<file path="config.mk">
export PLATFORM = sky130hd
export DESIGN_NAME = dmawr_frame_sequencer
export DESIGN_NICKNAME = d
export VERILOG_FILES = /design/src/rtl/dmawr_frame_sequencer.sv
export SDC_FILE = /design/constraint.sdc
export NUM_CORES = 1
export LEC_CHECK = 0
export ABC_AREA = 1
export ABC_CLOCK_PERIOD_IN_PS = 12000
export CAP_MARGIN = 20
export CORE_AREA = 2 2 163 165
export CTS_CLUSTER_DIAMETER = 200
export DETAILED_ROUTE_END_ITERATION = 8
export DIE_AREA = 0 0 165 167
export PLACE_DENSITY_LB_ADDON = 0.15
export SLEW_MARGIN = 0
export SYNTH_ARGS = -nofsm -noshare
export SYNTH_HDL_FRONTEND = slang
export SYNTH_SLANG_ARGS = --single-unit
</file>
<file path="constraint.sdc">
create_clock -name sysclk -period 12 [get_ports sysclk]
set_input_delay 3.6 -clock sysclk [delete_from_list [all_inputs] [get_ports sysclk]]
set_output_delay 3.6 -clock sysclk [all_outputs]
set_load 0.03 [all_outputs]
</file>
<file path="src/rtl/dmawr_frame_sequencer.sv">
// Frame sequencer for the HiSPi DMA write path: turns SOF-tagged line requests
// into one write descriptor per line and tracks buffer ring, frame count and errors.
module dmawr_frame_sequencer #(
    parameter int ADDR_WIDTH      = 64,
    parameter int NUMB_BUFFER     = 4,
    parameter int SIZE_WIDTH      = 16,
    parameter int LINE_CNT_WIDTH  = 12,
    parameter int FRAME_CNT_WIDTH = 16
) (
    input  logic                              sysclk,
    input  logic                              sysrst,
    input  logic                              cfg_enable,
    input  logic [2:0]                        cfg_buffer_count,
    input  logic [NUMB_BUFFER*ADDR_WIDTH-1:0] cfg_buffer_base,
    input  logic [SIZE_WIDTH-1:0]             cfg_line_pitch,
    input  logic [SIZE_WIDTH-1:0]             cfg_line_size,
    input  logic [LINE_CNT_WIDTH-1:0]         cfg_lines_per_frame,
    input  logic                              cfg_err_clr,
    input  logic                              s_line_valid,
    input  logic                              s_line_sof,
    output logic                              s_line_ready,
    output logic                              desc_valid,
    input  logic                              desc_ready,
    output logic [ADDR_WIDTH-1:0]             desc_addr,
    output logic [SIZE_WIDTH-1:0]             desc_size,
    output logic                              desc_last,
    input  logic                              desc_done,
    output logic                              irq_eof,
    output logic [2:0]                        status_buffer,
    output logic [FRAME_CNT_WIDTH-1:0]        status_frame_cnt,
    output logic                              status_busy,
    output logic                              err_sync,
    output logic                              err_abort,
    output logic                              err_done
);

    localparam int BUF_W = (NUMB_BUFFER > 1) ? $clog2(NUMB_BUFFER) : 1;

    typedef enum logic [2:0] {
        IDLE,
        WAIT_SOF,
        WAIT_LINE,
        ISSUE,
        WAIT_DONE,
        EOF
    } state_t;

    state_t                    state;
    logic [BUF_W-1:0]          buf_idx;
    logic [3:0]                buf_cnt_lat;
    logic [SIZE_WIDTH-1:0]     pitch_lat;
    logic [SIZE_WIDTH-1:0]     size_lat;
    logic [LINE_CNT_WIDTH-1:0] lines_lat;
    logic [LINE_CNT_WIDTH-1:0] line_idx;
    logic [ADDR_WIDTH-1:0]     addr_acc;
    logic [FRAME_CNT_WIDTH-1:0] frame_cnt;
    logic [2:0]                status_buf;

    logic [ADDR_WIDTH-1:0]     base_arr [NUMB_BUFFER];
    logic [3:0]                buf_cnt_eff;
    logic [LINE_CNT_WIDTH-1:0] lines_eff;
    logic [3:0]                buf_inc;
    logic                      buf_wrap;
    logic                      is_last;
    logic                      sync_set;
    logic                      abort_set;
    logic                      done_set;

    for (genvar gi = 0; gi < NUMB_BUFFER; gi++) begin : g_base
        assign base_arr[gi] = cfg_buffer_base[gi*ADDR_WIDTH +: ADDR_WIDTH];
    end

    // Zero buffers/lines behave as one; buffer count clamps to the ring size.
    always_comb begin
        buf_cnt_eff = {1'b0, cfg_buffer_count};
        if (cfg_buffer_count == 3'd0)
            buf_cnt_eff = 4'd1;
        else if ({1'b0, cfg_buffer_count} > 4'(NUMB_BUFFER))
            buf_cnt_eff = 4'(NUMB_BUFFER);
    end

    assign lines_eff = (cfg_lines_per_frame == '0) ? LINE_CNT_WIDTH'(1) : cfg_lines_per_frame;
    assign buf_inc   = 4'(buf_idx) + 4'd1;
    assign buf_wrap  = (buf_inc >= buf_cnt_lat);
    assign is_last   = (line_idx == lines_lat - LINE_CNT_WIDTH'(1));

    assign sync_set  = (state == WAIT_SOF) && s_line_valid && !s_line_sof;
    assign abort_set = (state == WAIT_LINE) && s_line_valid && s_line_sof;
    assign done_set  = desc_done && (state != WAIT_DONE);

    always_ff @(posedge sysclk or posedge sysrst) begin
        if (sysrst) begin
            state       <= IDLE;
            buf_idx     <= '0;
            buf_cnt_lat <= 4'd1;
            pitch_lat   <= '0;
            size_lat    <= '0;
            lines_lat   <= LINE_CNT_WIDTH'(1);
            line_idx    <= '0;
            addr_acc    <= '0;
            frame_cnt   <= '0;
            status_buf  <= '0;
        end else begin
            case (state)
                IDLE: begin
                    if (cfg_enable)
                        state <= WAIT_SOF;
                end
                WAIT_SOF: begin
                    if (s_line_valid) begin
                        if (s_line_sof) begin
                            addr_acc    <= base_arr[buf_idx];
                            pitch_lat   <= cfg_line_pitch;
                            size_lat    <= cfg_line_size;
                            lines_lat   <= lines_eff;
                            buf_cnt_lat <= buf_cnt_eff;
                            line_idx    <= '0;
                            status_buf  <= 3'(buf_idx);
                            state       <= ISSUE;
                        end
                    end else if (!cfg_enable) begin
                        state <= IDLE;
                    end
                end
                // A SOF here aborts the frame and restarts it in the same buffer.
                WAIT_LINE: begin
                    if (s_line_valid) begin
                        if (s_line_sof) begin
                            addr_acc    <= base_arr[buf_idx];
                            pitch_lat   <= cfg_line_pitch;
                            size_lat    <= cfg_line_size;
                            lines_lat   <= lines_eff;
                            buf_cnt_lat <= buf_cnt_eff;
                            line_idx    <= '0;
                            status_buf  <= 3'(buf_idx);
                        end
                        state <= ISSUE;
                    end
                end
                ISSUE: begin
                    if (desc_ready)
                        state <= WAIT_DONE;
                end
                WAIT_DONE: begin
                    if (desc_done) begin
                        if (is_last) begin
                            state <= EOF;
                        end else begin
                            line_idx <= line_idx + LINE_CNT_WIDTH'(1);
                            addr_acc <= addr_acc + ADDR_WIDTH'(pitch_lat);
                            state    <= WAIT_LINE;
                        end
                    end
                end
                EOF: begin
                    frame_cnt <= frame_cnt + FRAME_CNT_WIDTH'(1);
                    buf_idx   <= buf_wrap ? '0 : buf_idx + BUF_W'(1);
                    state     <= cfg_enable ? WAIT_SOF : IDLE;
                end
                default: state <= IDLE;
            endcase
        end
    end

    // Sticky errors: a new error in the same cycle as a clear stays set.
    always_ff @(posedge sysclk or posedge sysrst) begin
        if (sysrst) begin
            err_sync  <= 1'b0;
            err_abort <= 1'b0;
            err_done  <= 1'b0;
        end else begin
            err_sync  <= sync_set  | (err_sync  & ~cfg_err_clr);
            err_abort <= abort_set | (err_abort & ~cfg_err_clr);
            err_done  <= done_set  | (err_done  & ~cfg_err_clr);
        end
    end

    assign s_line_ready     = (state == WAIT_SOF) || (state == WAIT_LINE);
    assign desc_valid       = (state == ISSUE);
    assign desc_addr        = addr_acc;
    assign desc_size        = size_lat;
    assign desc_last        = (state == ISSUE) && is_last;
    assign irq_eof          = (state == EOF);
    assign status_buffer    = status_buf;
    assign status_frame_cnt = frame_cnt;
    assign status_busy      = (state != IDLE);

endmodule

</file>
==> results.md, run 1 <==
- The number of placed instances, taps included, is approximately 2,700.
- The later pin in the worst-skew pair is clocked with a latency of roughly 440 ps.
- The synthesized netlist contains 43 unique library cells.
- The final layout contains routed wiring with a total length of 45,600 um.
- The part of the cycle the worst path needs is 54.8%.
- The most numerous cell in the Yosys netlist is sky130_fd_sc_hd__nand2_1.
- The count of pins over their slew limit is 0.
- The synthesized flop and latch total is approximately 150.
- The mean instance size in the synthesized netlist is between 5 and 6 um2.
- The synthesized netlist devotes between 10% and 20% of its cell area to compound gates.
- The net count of the mapped netlist is ~2,400.
- VDD sags by at most about 190 uV.
- Along the worst path, the maximum fanout reaches 4.
- Of the post-synthesis cell area, the dominant cell type holds 30.1%.
- The TritonCTS buffer count is 17.
- The flow ran to the end, and the final reports show no timing, DRC or antenna violations.
- The number of buffers added on ports is roughly 420.
- The met3 capacity usage during global routing is 6.67%.
- The weighted congestion reported at the end of routability-driven placement is 0.947.
- The sort of element at the end of the critical path is an output pin.
- Multiplexer cells account for 0% of the synthesized area.
- The hold violation count in the final report was 0.
- After routing the design area is 17,100 um2.
- The worst setup path is launched from a flip-flop.
- On the final layout, the worst clock skew is ~13 ps.
- The cell sitting at the root of the clock tree is a sky130_fd_sc_hd__clkbuf_16.
- The critical path is of the flip-flop to output pin type.
- The die footprint is roughly 28,000 um2.
- The clock sink total is roughly 150.
- The hold-fix buffer count after cts is 0.
- After routing, the total negative slack on setup checks comes to 0 ps.
- Global routing consumed, over all layers together, between 30% and 40% of the routing resources.
- The pin count of the biggest net entering global routing is 82.
- STA puts the critical path data required time at between 8000 and 9000 ps.
- The post-synthesis adder-cell area fraction is roughly 2.5%.
- The number of nets at the end of the flow is 2,739.
- The analysis attributes to cell leakage a power of between 8 and 9 nW.
- The height of the chip is between 150 and 200 um.
- The number of global-route vias before repair came to 13,900.
- Among all flip-flop cells after synthesis, the most frequent one is sky130_fd_sc_hd__dfrtp_1.
- By area the synthesized netlist is led by sky130_fd_sc_hd__dfrtp_1 30%, sky130_fd_sc_hd__nand2_1 27%, sky130_fd_sc_hd__nor2_1 6.7%.
- The residual DRC count is 0.
- The count of filler cells inserted in the layout is between 2,000 and 2,500.
- The netlist area before placement is 12,200 um2.
- The post-layout instance count excluding filler cells is ~2,800.
- The most used routing layer is met2.
- The core outline area is between 20,000 and 30,000 um2.
- CTS built an H-tree with a depth of 4.
- The worst pin sits at a relative slew slack of ~43%.
- The maximum root-to-sink buffer count is 2.
- The number of antenna diodes in the final layout is 0.
- The total of endpoints with negative setup slack in the final report is 0.
- Global routing used between 30% and 40% of the available met1 tracks.
- The wire-length estimate of the detail-placed layout is approximately 35,000 um.
- Dividing total power by cell area gives a power density of ~220 nW/um2.
- The dominant cell type by area after synthesis is sky130_fd_sc_hd__dfrtp_1.
- The clock transition time at the flip-flop clock pins of the worst setup and hold paths is approximately 80 ps.
- The die width is ~170 um.
- The number of gates resized after CTS was 0.
- The CTS tree is built.
- For this block, the via count after detailed routing is approximately 15,000.
- Yosys mapped a number of flops with a built-in enable equal to 0.
- Once the clock tree was built, the setup fixing pass inserted 0 buffers.
- The main combinational cell family by area after synthesis is simple AND/OR/NAND/NOR gates.
- The type of the worst min-delay path is flip-flop to flip-flop.
- Counting instances in the post-synthesis netlist gives the leading cell types as 892 x sky130_fd_sc_hd__nand2_1, 218 x sky130_fd_sc_hd__nor2_1, 180 x sky130_fd_sc_hd__inv_1.
- After detailed routing, the average wire length per cell comes to approximately 17 um.
- The initial core utilization is between 40 and 50%.
- The sequential cells in the finished layout cover a total of approximately 3700 um2.
- Subtracting the final worst setup slack from the clock period gives 6580 ps.
- The total overflow left after global routing is 0.
- The final design utilization is about two thirds.
- After synthesis, the share of flip-flops with an asynchronous set or reset is 100%.
- The area occupied by multi-input gates is 7380 um2.
- The number of antenna violations at the first check in global routing came to 3.
- At the pin with the least slew margin, the transition time is 859 ps.
- Data arrives at the worst endpoint at 2980 ps.
- The count of mapped cells out of synthesis is around 2,000.
- The fraction of layout instances using a drive strength above 1 is around 3%.
- The remaining number of nets flagged by the antenna check after routing is 0.
- The share of the Yosys chip area taken by registers is 30.5%.
- After floorplanning, the core was divided into between 50 and 60 placement rows.
- The placed instances occupy a cell area of roughly 16,000 um2.
- During I/O placement, the number of pins put on the boundary was ~420.
- For this run, global-route usage on met2 was measured as between 50% and 60%.
- The number of warning messages in the yosys log is 0.
- The highest clock rate is ~0.15 GHz.
- Compared with the post-synthesis result, the final layout area differs by 39.9%.
- The synthesized netlist devotes 3.74% of its cell area to XOR and XNOR gates.
- The average via count per standard cell is approximately 5.3.
- The global-route wire length before repair is a little over 70,000 um.
- Final hold analysis gives a worst-case slack of 472 ps.
- The violation count after the first detailed-routing iteration is 1,100.
- The tool flagged a number of max-cap violations equal to 0.
- Setup repair after global routing left no endpoint under its margin.
- After Yosys synthesis, and, or, nand and nor cells account for between 40% and 50% of the synthesized area.
- The length of the first detailed-routing pass in iterations is 6.
metrics by stage:
| step | setup slack [ps] | total power [mW] |
|---|---|---|
| after floorplan | 4400 | 2.35 |
| after global placement | 5160 | 3.07 |
| after detailed placement | 5060 | 3.11 |
| after CTS | 5420 | 3.67 |
| after global routing | 5280 | 3.97 |
| final | 5420 | 3.68 |
where the power goes:
group	switching (mW)	total, mW	internal [mW]	leakage (nW)
logic	1.39	2.20	0.805	6.22
clock network	0.253	0.546	0.293	0.270
registers	0.252	0.942	0.690	1.92
registers in the layout (all words and copies together), names as in the netlist:
signal and cells:
err_done 1, buf_cnt_lat 3, desc_addr 64, status_frame_cnt 16
err_abort 1, pitch_lat 16, buf_idx 2, err_sync 1
lines_lat 12, line_idx 12, desc_size 16, status_buffer 2
state 3
cell type report:
type	count	share of cell area (%)
clock buffer	18	2.51
timing repair buffer	427	25.0
clock inverter	14	0.834
inverter	188	4.17
tap	335	2.45
sequential	149	21.8
multi-input combinational	1621	43.2
final timing paths:
check	startpoint	endpoint	slack, ps	depth (start not counted)
max in group asynchronous	sysrst	buf_cnt_lat[0]	7230	4
min in group asynchronous	sysrst	desc_size[13]	3640	2
max	lines_lat[0]	desc_last	5420	12
max reg2reg	lines_lat[0]	desc_addr[37]	9110	14
min	desc_size[3]	desc_size[3]	470	2
min reg2reg	desc_size[3]	desc_size[3]	470	2
cells in the final DEF (no fill, tap or decap), types with 7 or more instances in the layout:
cell type and n:
sky130_fd_sc_hd__o22ai_1 58, sky130_fd_sc_hd__xnor2_1 14, sky130_fd_sc_hd__inv_1 177, sky130_fd_sc_hd__nor2_1 218
sky130_fd_sc_hd__nand3b_1 11, sky130_fd_sc_hd__clkdlybuf4s50_1 416, sky130_fd_sc_hd__o21ai_0 148, sky130_fd_sc_hd__buf_4 9
sky130_fd_sc_hd__clkbuf_16 17, sky130_fd_sc_hd__o21ai_1 9, sky130_fd_sc_hd__inv_2 9, sky130_fd_sc_hd__nor2_2 7
sky130_fd_sc_hd__nand2_1 890, sky130_fd_sc_hd__ha_1 23, sky130_fd_sc_hd__nand3_1 82, sky130_fd_sc_hd__nor3_1 34
sky130_fd_sc_hd__dfrtp_1 145, sky130_fd_sc_hd__xor2_1 33, sky130_fd_sc_hd__nand4_1 24, sky130_fd_sc_hd__a21oi_1 27
metal layers:
layer  wire [um]  share of wire, %  vias up
met2       22100                48      599
met1       18600                41     6621
li1            -                 -     7201
met4        1230               2.7        6
met5          45             0.099        -
met3        3660               8.0       89
kinds of logic (layout without fill, tap and decap cells):
group,count (synthesis),in the layout
compound gates,256,256
simple gates,1291,1291
buf+inv,273,647
fa+ha+maj,24,24
xor+xnor,49,49
flops,149,149
other cells,1,1
critical path, cell delays in order (launching register included):
cell and delay, ps:
sky130_fd_sc_hd__dfstp_2 570, sky130_fd_sc_hd__inv_2 50, sky130_fd_sc_hd__ha_1 290, sky130_fd_sc_hd__xor2_1 140, sky130_fd_sc_hd__nand2_1 70, sky130_fd_sc_hd__nor2_1 100
sky130_fd_sc_hd__nand2_1 70, sky130_fd_sc_hd__nor2_1 80, sky130_fd_sc_hd__nand2_1 80, sky130_fd_sc_hd__nor2_2 130, sky130_fd_sc_hd__nand2_1 140, sky130_fd_sc_hd__nor2_1 130
sky130_fd_sc_hd__clkdlybuf4s50_1 690
(Power assumes the default switching activity.)
==> inputs of run 2 (changes only) <==
--- a/config.mk
+++ b/config.mk
@@ -6,12 +6,13 @@
 export NUM_CORES = 1
 export LEC_CHECK = 0
 export ABC_AREA = 1
-export ABC_CLOCK_PERIOD_IN_PS = 12000
+export ABC_CLOCK_PERIOD_IN_PS = 5900
 export CAP_MARGIN = 20
-export CORE_AREA = 2 2 163 165
+export CORE_ASPECT_RATIO = 1.5
+export CORE_MARGIN = 1.5
+export CORE_UTILIZATION = 43
 export CTS_CLUSTER_DIAMETER = 200
 export DETAILED_ROUTE_END_ITERATION = 8
-export DIE_AREA = 0 0 165 167
 export PLACE_DENSITY_LB_ADDON = 0.15
 export SLEW_MARGIN = 0
 export SYNTH_ARGS = -nofsm -noshare
==> constraint.sdc (replaced) <==
create_clock -name sysclk -period 5.9 [get_ports sysclk]
set_input_delay 1.77 -clock sysclk [delete_from_list [all_inputs] [get_ports sysclk]]
set_output_delay 1.77 -clock sysclk [all_outputs]
set_load 0.03 [all_outputs]
==> results.md, run 2 (same netlist as run 1, synthesis figures left out) <==
- Data on the critical path arrives at its endpoint at 2950 ps.
- Leaving out fill and tap cells, the most frequent cell in the layout is sky130_fd_sc_hd__nand2_1.
- Measured against its own limit, the worst slew margin works out to 26.3%.
- The clock tree skew after final layout is between 10 and 15 ps.
- The highest clock rate is approximately 0.21 GHz.
- The HPWL after detailed placement is approximately 36,000 um.
- The worst setup path is captured at an output pin.
- Among the stages of the critical path, the cell type that occurs most often is sky130_fd_sc_hd__nand2_1.
- The die is approximately 210 um tall.
- The tool flagged a number of max-cap violations equal to 0.
- The longest clock path from root to sink contains 2 buffers.
- Setup repair after global routing left no endpoint under its margin.
- The post-cts repair resize count is 0.
- Combinational logic burns between 50% and 60% of the power.
- The violation count after the first detailed-routing iteration is 707.
- The routed design could run at a clock period as short as ~4700 ps.
- The die covers slightly below 30,000 um2.
- Grouping stages by cell kind, the critical path spends the most delay in buffers and inverters.
- Row generation in the floorplan step produced 75 rows.
- The number of buffers added on ports is about 420.
- The slowest stage of the critical path is the sky130_fd_sc_hd__clkdlybuf4s50_1 cell.
- The first global-routing pass estimated about 73,000 um of wire.
- The final sum of negative setup slack is 0 ps.
- The clock sink total is 149.
- The number of antenna violations at the first check in global routing is 0.
- Buffers inserted to repair hold after CTS numbered 0.
- In the final routed layout, each cell accounts on average for roughly 17 um.
- The finished layout cell area is 17,100 um2.
- The highest cell delay on the worst timing path is about 700 ps.
- Relative to the synthesized area, the layout overhead comes to 39.9%.
- The die width is between 100 and 150 um.
- Setup violations remaining at the end of the flow were counted as 0.
- The buffer cell driving the clock tree root is sky130_fd_sc_hd__clkbuf_16.
- The worst-case IR drop observed on VDD is ~410 uV.
- The flip-flop count of the largest register after layout is 64.
- The overall fraction of global-route tracks in use is 31.7%.
- The repair_antennas step left the layout with diodes totalling 0.
- Buffers inserted during clock tree synthesis total 17.
- Of the cells placed in the final design, the portion with a size suffix greater than 1 is under 10%.
- The hold violation count in the final report is 0.
- The clock tree synthesis step divided the H-tree into 4 levels.
- The pin count of the biggest net entering global routing is 101.
- The number of global-route vias before repair came to 14,200.
- After detailed routing, the total wire length is approximately 47,000 um.
- Per report_power, the sequential group accounts for 25.5% of the total.
- The net switching fraction of the power is 51.0%.
- The worst setup path is of the flip-flop to output pin kind.
- The post-layout instance count excluding filler cells is between 2,000 and 3,000.
- The clock transition time at the flip-flop clock pins of the worst setup and hold paths is 60 ps.
- The path class of the tightest hold or removal check is flip-flop to flip-flop.
- The element type at the critical path start is a flip-flop.
- The weighted congestion reported at the end of routability-driven placement is roughly 1.0.
- The design internal power is ~3.7 mW.
- The worst hold slack after final layout is 472 ps.
- The part of the cycle the worst path needs is between 80% and 90%.
- The run finished with clean final reports.
- The sum of buffers and inverters on the critical path is 2.
- The count of pins over their slew limit is 0.
- The number of post-CTS setup repair buffers is 0.
- The leakage power of the design is ~8.4 nW.
- The initial core utilization is 43.7%.
- The transition time of the tightest slew-check pin is roughly 1100 ps.
- The remaining number of nets flagged by the antenna check after routing is 0.
- The analysis attributes to net switching a power of around 3.8 mW.
- After detailed placement, the design holds a cell count of between 2,000 and 3,000.
- For this run, the detailed router's first-pass iteration total came to 5.
- The core region is 28,000 um2.
- The CTS tree is built.
- The overall overflow remaining after global route is 0.
- The residual DRC count is 0.
- The clock latency on the worst-skew pair is 450 ps.
- The count of vias placed by the detailed router is 14,400.
- The highest fanout seen on the critical path is 4.
- ~420 I/O pins were placed.
- In the layout the commonest cells are 890 x sky130_fd_sc_hd__nand2_1, 416 x sky130_fd_sc_hd__clkdlybuf4s50_1, 218 x sky130_fd_sc_hd__nor2_1.
- The number of nets at the end of the flow is 2,738.
- The average via count per standard cell is ~5.2.
- Traced cell by cell, the critical path runs through inv_2 -> ha_1 -> xor2_1 -> nand2_1 -> nor2_1 -> nand2_1 -> nor2_1 -> nand2_1 -> nor2_2 -> nand2_1 -> nor2_1 -> clkdlybuf4s50_1.
- At the worst endpoint, the required time is roughly 4100 ps.
- In this run the cell area measured after placement is around 17,000 um2.
- The total power per unit cell area is about 440 nW/um2.
- The share of total power dissipated in the clock network is 14.7%.
[run 2: path summary, 6_finish.rpt]
kind                               start             to  slack, ps  cells after the start
max reg2reg                 lines_lat[0]  desc_addr[57]       2640                     14
min in group asynchronous         sysrst   desc_size[1]       1860                      2
max                         lines_lat[0]      desc_last       1180                     12
min                        desc_size[14]  desc_size[14]        470                      2
min reg2reg                desc_size[14]  desc_size[14]        470                      2
max in group asynchronous         sysrst  desc_addr[39]       3220                      3
[run 2: worst min-delay path, stage by stage, from the launching register on]
cell and delay, ps:
sky130_fd_sc_hd__dfrtp_1 340, sky130_fd_sc_hd__nand2_1 50, sky130_fd_sc_hd__nand2_1 50
[run 2: layer usage]
layer / track usage, % / part of all wire (%) / vias up
met4: 18.6 / 5.8 / 0
met2: 58.4 / 51 / 523
met1: 32.9 / 37 / 6603
met3: 6.59 / 6.2 / 124
li1: - / - / 7187
met5: 0 / 0 / -
[run 2: through the flow]
step	total power, mW	util [%]	setup WS, ps
after global placement	6.30	59.0	1670
final	7.49	61.2	1180
after detailed placement	6.39	59.1	1650
after global routing	8.09	61.2	1000
after CTS	7.52	61.2	1160
after floorplan	4.79	-	125
[run 2: layout make-up]
type                    count  area, um2
fillers                  2686      10900
multi-input cells        1621       7380
repair buffers            426       4260
flip-flops and latches    149       3740
inverters                 188        713
clock buffers              22        484
well taps                 346        433
clock inverters            10       96.3
[run 2: power groups by stage]
stage                     Combinational (mW)  Sequential, mW  Clock (mW)
after floorplan                         2.57            2.22           0
after global placement                  4.38            1.92           0
after detailed placement                4.46            1.93           0
after CTS                               4.48            1.91        1.12
after global routing                    4.96            1.97        1.16
final                                   4.48            1.91        1.10
